==> src/rtl/pending_encoder.sv <==
// Latches multi-hot request pulses into a pending set and issues them one at
// a time as binary indices, round-robin, over a valid/ready handshake.

module pending_lane (
  input  logic clk,
  input  logic rst,
  input  logic req,
  input  logic clr,
  output logic pend,
  output logic dup
);
  // A request landing on the bit being issued this edge re-arms it.
  always_ff @(posedge clk)
    if (rst) pend <= 1'b0;
    else     pend <= (pend & ~clr) | req;

  assign dup = req & pend & ~clr;
endmodule

module pending_encoder #(
  parameter int N     = 8,
  parameter int IDX_W = $clog2(N)
) (
  input  logic             clk,
  input  logic             rst,
  input  logic [N-1:0]     req_in,
  input  logic             out_ready,
  output logic             out_valid,
  output logic [IDX_W-1:0] out_idx,
  output logic [N-1:0]     pending,
  output logic             overflow
);
  logic [IDX_W-1:0] ptr;
  logic [N-1:0]     rot, clr_mask, dup;
  logic [IDX_W-1:0] sel;
  logic             hit, load;

  assign load = !out_valid || out_ready;

  // Rotate pending by ptr, take the lowest set bit, rotate the index back.
  always_comb begin
    int j;
    j   = 0;
    hit = 1'b0;
    for (int i = 0; i < N; i++)
      rot[i] = pending[(i + int'(ptr)) % N];
    for (int i = N - 1; i >= 0; i--)
      if (rot[i]) begin
        hit = 1'b1;
        j   = i;
      end
    sel = IDX_W'((j + int'(ptr)) % N);
  end

  always_comb begin
    clr_mask = '0;
    if (load && hit) clr_mask[sel] = 1'b1;
  end

  for (genvar g = 0; g < N; g++) begin : g_lane
    pending_lane u_lane (
      .clk  (clk),
      .rst  (rst),
      .req  (req_in[g]),
      .clr  (clr_mask[g]),
      .pend (pending[g]),
      .dup  (dup[g])
    );
  end

  always_ff @(posedge clk) begin
    if (rst) begin
      out_valid <= 1'b0;
      out_idx   <= '0;
      ptr       <= '0;
      overflow  <= 1'b0;
    end else begin
      overflow <= |dup;
      if (load) begin
        out_valid <= hit;
        if (hit) begin
          out_idx <= sel;
          ptr     <= IDX_W'((int'(sel) + 1) % N);
        end
      end
    end
  end
endmodule

==> config.mk <==
export PLATFORM = sky130hd
export DESIGN_NAME = pending_encoder
export DESIGN_NICKNAME = d
export VERILOG_FILES = /design/src/rtl/pending_encoder.sv
export SDC_FILE = /design/constraint.sdc
export NUM_CORES = 1
export LEC_CHECK = 0
export BUFFER_PORTS_ARGS = -buffer_cell sky130_fd_sc_hd__buf_2
export CAP_MARGIN = 30
export CORE_ASPECT_RATIO = 1.5
export CORE_MARGIN = 3
export CORE_UTILIZATION = 41
export CTS_CLUSTER_DIAMETER = 100
export DETAILED_ROUTE_END_ITERATION = 10
export PLACE_DENSITY_LB_ADDON = 0.3
export SYNTH_ARGS = -nofsm -noshare
export SYNTH_HDL_FRONTEND = slang
export SYNTH_SLANG_ARGS = --single-unit
==> constraint.sdc <==
create_clock -name clk -period 5.2 [get_ports clk]
set_clock_uncertainty 0.2 [all_clocks]
set_input_delay 0.26 -clock clk [delete_from_list [all_inputs] [get_ports clk]]
set_output_delay 0.26 -clock clk [all_outputs]
set_load 0.05 [all_outputs]
## Word level (Yosys, flattened, before mapping)

Cells that the tools add are included.

- Bits in registers: 16
- Output and inout port bits: 13
- Word-level logic and storage cells: 133

- Add/sub/neg operators: 9
- $lt $le $gt $ge: 10
- Muxes and demuxes: 42
- Bitwise gates (word level): 47
- Reductions and logical operators: 13

Operators by type and width:

| cell | count |
|---|---|
| $lt 4x5->1 const B | 7 |
| $and 1x1->1 | 24 |
| $bmux 1 s3 | 8 |
| $mux 1 | 24 |
| $mux 3 | 8 |
| $reduce_or 3->1 | 7 |
| $add 3x3->3 const A | 4 |
| $lt 3x4->1 const B | 2 |
| $mux 8 | 1 |
| $not 1->1 | 8 |
| $or 1x1->1 | 8 |
| $reduce_or 8->1 | 1 |
| $and 1x1->1 const A | 7 |
| $add 2x3->3 const A | 2 |
| $add 1x3->3 const A | 1 |
| $add 3x1->3 const B | 1 |
| $add 3x3->3 | 1 |
| $demux 1 s3 | 1 |
| $ge 3x1->1 const B | 1 |
| $logic_and 1x1->1 | 2 |
| $reduce_and 2->1 | 1 |
| $logic_not 1->1 | 1 |
| $logic_or 1x1->1 | 1 |

## Depth between registers and ports, before layout

- Word-level depth: 23
- Gate-level depth with buffers: 22
- Mapped depth without buffers: 18

## Hierarchy

Synthesis repeated with hierarchy kept, for this count alone.

- Cells, all modules: 153
- Area total of the unflattened synthesis: 1483.9 µm²

Modules (own cells, without submodules):

| module | times used | cells each | area an instance (µm²) | seq. area each (µm²) |
|---|---|---|---|---|
| pending_encoder | 1 | 113 | 1083.5 | 160.2 |
| pending_lane | 8 | 5 | 50.0 | 20.0 |

## Least setup slack after synthesis

Ideal clock, no wire load.

- Path type: register to register
- Start: reg ptr[0]
- End: reg overflow
- Setup time: 0.140 ns
- Data arrival time: 4.207 ns
- Data required time: 4.860 ns
- Setup slack: 0.653 ns
- Stages on the path, launching flop included: 22
- Path buffers: 4
- Cell sequence: dfxtp_1 buf_6 buf_4 clkbuf_1 inv_1 ha_1 buf_6 mux2i_1 a21oi_1 nor3_1 o211a_1 o21ai_0 a21oi_1 a211oi_1 ha_1 fa_1 nand2_1 o2bb2ai_1 a311oi_2 a31oi_1 nor4_1 a41oi_1

- Word-level cells in the longest chain between the ends: 21
- Elaborated cells between the ends (all ways): 71
- Those cells by class: add/sub: 8; order compare: 2; mux: 42; bitwise: 16; reduce/logical: 3

Ends and longest elaborated chain:

| item | RTL line | text |
|---|---|---|
| from (decl) | 33 | `logic [IDX_W-1:0] ptr;` |
| from (signal assigned) | 83 | `ptr <= IDX_W'((int'(sel) + 1) % N);` |
| $add 3x3->3 | 46 | `rot[i] = pending[(i + int'(ptr)) % N];` |
| $bmux 1 s3 | 46 |  |
| $mux 1 (implied by the code) (2 in a row) | 46 |  |
| $mux 3 (8 in a row) | 48 | `if (rot[i]) begin` |
| $add 3x3->3 | 52 | `sel = IDX_W'((j + int'(ptr)) % N);` |
| $lt 3x4->1 (implied by the code) / $ge 3x1->1 (equally long branches) | 57 | `if (load && hit) clr_mask[sel] = 1'b1;` |
| $logic_and 1x1->1 (implied by the code) | 57 |  |
| $mux 1 (implied by the code) | 57 |  |
| $demux 1 s3 | 57 |  |
| $mux 8 (*) | 57 |  |
| $not 1->1 | 17 | `assign dup = req & pend & ~clr;` |
| $and 1x1->1 | 17 |  |
| $reduce_or 8->1 (*) | 78 | `overflow <= \|dup;` |
| to (signal assigned) | 78 |  |
| to (decl) | 31 | `output logic overflow` |

Every way passes the cells marked *; elsewhere a longest branch is shown, timed or not. The select of a mux whose other input is x is not followed.
A chain may end at the register's enable or synchronous reset.

## Worst setup path in the final report

- Start: reg ptr[1]
- End: reg overflow

The elaborated chain is that of the path after synthesis.

==> impl_metrics.yaml <==
setup_path:
  arrival_ns: 4.59
  critPathKind: "register to register"
  r2r_end: "overflow$_SDFF_PP0_"
  worstPathCellList: "inv_1 > ha_1 > mux2i_1 > nand2_1 > o221a_2 > nor2_1 > inv_1 > a22oi_1 > o22ai_1 > fa_1 > nand2_1 > o2bb2ai_1 > a311oi_2 > a31oi_1 > nor4_1 > a41oi_1"
  crit_path_top_delay_cell: "ha_1"
  r2r_cells: 16
  r2r-start: "ptr[1]$_SDFFE_PP0P_"
  cp_num_cells: 16
  rrSetupSlack_ns: 0.52
  endpoint: "overflow$_SDFF_PP0_"
  required_ns: 5.11
  cp.buffers_inverters: 2
  crit_family: "compound AO/OA/AOI/OAI gates"
  critPathMaxStageDelay_ns: 0.61
  end_kind: "register"
  start_kind: "register"
  cp_max_fo: 11
  crit_path_start: "ptr[1]$_SDFFE_PP0P_"
run:
  cap_violations: 0
global_route:
  track_usage_pct: 18.7
  grt_max_degree: 25
  grt_pass1_vias: 1532
  grt_pass1_wl_um: 7490
  grt_overflow: 0
  antenna_found_initial: 0
logic_synthesis:
  syn-instance-count: 203
  synth_nets: 219
  synth_top_area_share_pct: 18.1
  synth_area_leaders: "dfxtp_1 (18%), mux2i_1 (10%), mux4_2 (6.4%)"
  syn_area_um2: 1770
  synth.yosys.seq_area_share_pct: 18.1
  synth-edff-count: 0
  synth_area_per_cell_um2: 8.73
  yosys_register_bits: 16
  yosysUniqueCellTypes: 60
  synthArstFlopShare_pct: 0
  synth.largest_area_cell: "dfxtp_1"
  synth_flop_cell: "dfxtp_1"
  yosys_warnings: 0
die:
  start_util_pct: 43.6
  die-area_um2: 5160
  rows: 28
  fp.coreArea_um2: 4060
  num_io_pins: 24
  die_y_um: 86.5
  die_w_um: 59.7
final_layout:
  final_common_cell: "buf_2"
  fin_nets: 231
  design_area_um2: 1870
  diodes: 0
  syn_to_final_growth_pct: 5.72
  drive_gt1_share_pct: 27.7
  final_cell_mix: "buf_2 (23), nand2_1 (20), nor2_1 (20)"
clock_network:
  htreeDepth: 1
  holdBufCountCts: 0
  cts_setup_buffers: 0
  cts_root_buf: "clkbuf_8"
  cts.path.max_buffers: 2
  cts_buffers: 3
  worstSkewPairLatency_ns: 0.25
  cts.repair.resized: 0
  clkTransAtPathRegs_ns: 0.07
  cts.sinks: 16
  cts_tree: "done"
sta:
  grt_setup_unrepaired: "false"
  slew_headroom_pct: 50.9
  min_period_ns: 4.68
  hold_viol_final: 0
  holdWs_ns: 0.0403
  tightest_slew_ns: 0.736
  tns_ns: 0
  finalSetupViolCount: 0
  timing.final.crit_share_pct: 89.9
  slew_viol_final: 0
  fmax_mhz: 214
placement:
  placed_area_um2: 1830
  dp_hpwl_um: 3440
  io_buffers: 23
  place_congestion: 0.909
min_path:
  holdCritPathClass: "primary input to register"
routing:
  vias: 1552
  drc_errors: 0
  wire_per_inst_um: 16.8
  vias_per_cell: 6.02
  routed_wl_um: 4340
  dr.pass1.iters: 4
  drt_iter0_markers: 44
  ant_nets: 0
outcome:
  status: "finished clean"
## sequential cells by signal (all words and copies together), names as in the netlist
| register | cells |
|---|---|
| overflow | 1 |
| g_lane.u_lane.pend | 8 |
| ptr | 3 |
| out_valid | 1 |
| out_idx | 3 |
## layout make-up
class / count / area (µm²)
clock buffers: 3 / 41.3
inverters: 11 / 41.3
fillers: 418 / 2190
multi-input cells: 157 / 1280
well taps: 45 / 56.3
flip-flops and latches: 16 / 320
repair buffers: 26 / 138
## worst min path at each step
stage                                 start                               end  slack (ns)  depth (start not counted)
finish                            req_in[3]  g_lane[3].u_lane.pend$_SDFF_PP0_        0.04                          3
global placement    out_idx[2]$_SDFFE_PP0P_           out_idx[2]$_SDFFE_PP0P_        0.26                          2
global route                      req_in[7]  g_lane[7].u_lane.pend$_SDFF_PP0_        0.07                          3
floorplan                         req_in[0]  g_lane[0].u_lane.pend$_SDFF_PP0_        0.18                          2
detailed placement  out_idx[2]$_SDFFE_PP0P_           out_idx[2]$_SDFFE_PP0P_        0.28                          2
CTS                               req_in[6]  g_lane[6].u_lane.pend$_SDFF_PP0_        0.04                          3
## Yosys cell counts, drive strengths merged (3+ instances only)
cell   count
nand4      4
mux2i     19
dfxtp     16
mux2       5
nor2      21
a31oi      6
o21ai      6
nand3      8
ha         4
xnor2      3
nand2     20
buf       17
a21oi     17
mux4       5
inv       11
## cells by family after synthesis
family,count (synthesis),synth area share (%)
mux,29,21.2
simple gates,68,19.1
fa+ha+maj,5,3.95
compound gates,51,23.9
xor+xnor,4,3.88
buf+inv,30,9.89
flops,16,18.1
## through the flow
stage	std cells	util, %	worst slack, ns
floorplan	203	-	0.653
global placement	255	45.1	0.508
detailed placement	255	45.1	0.577
CTS	258	46.1	0.547
global route	258	46.1	0.0649
finish	258	46.1	0.523
## routing by layer
layer  routed length, µm  share of wire [%]  track usage, %  vias to the layer above
met3                 100                2.3            2.24                       11
met2                2320                 54            33.2                       27
met5                   0                  0               0                        -
met1                1800                 42            21.9                      746
met4                 112                2.6            7.86                        0
li1                    -                  -               -                      768
## worst register-to-register path, stage by stage, from the launching register on
cell and delay [ns]:
dfxtp_1 0.33, inv_1 0.06, ha_1 0.61, mux2i_1 0.43, nand2_1 0.13, o221a_2 0.30, nor2_1 0.22, inv_1 0.07
a22oi_1 0.18, o22ai_1 0.13, fa_1 0.56, nand2_1 0.20, o2bb2ai_1 0.11, a311oi_2 0.47, a31oi_1 0.15, nor4_1 0.27
a41oi_1 0.14
Power is not shown: default switching activity piles up to over one toggle a cycle in this logic, so the estimate is an artifact.
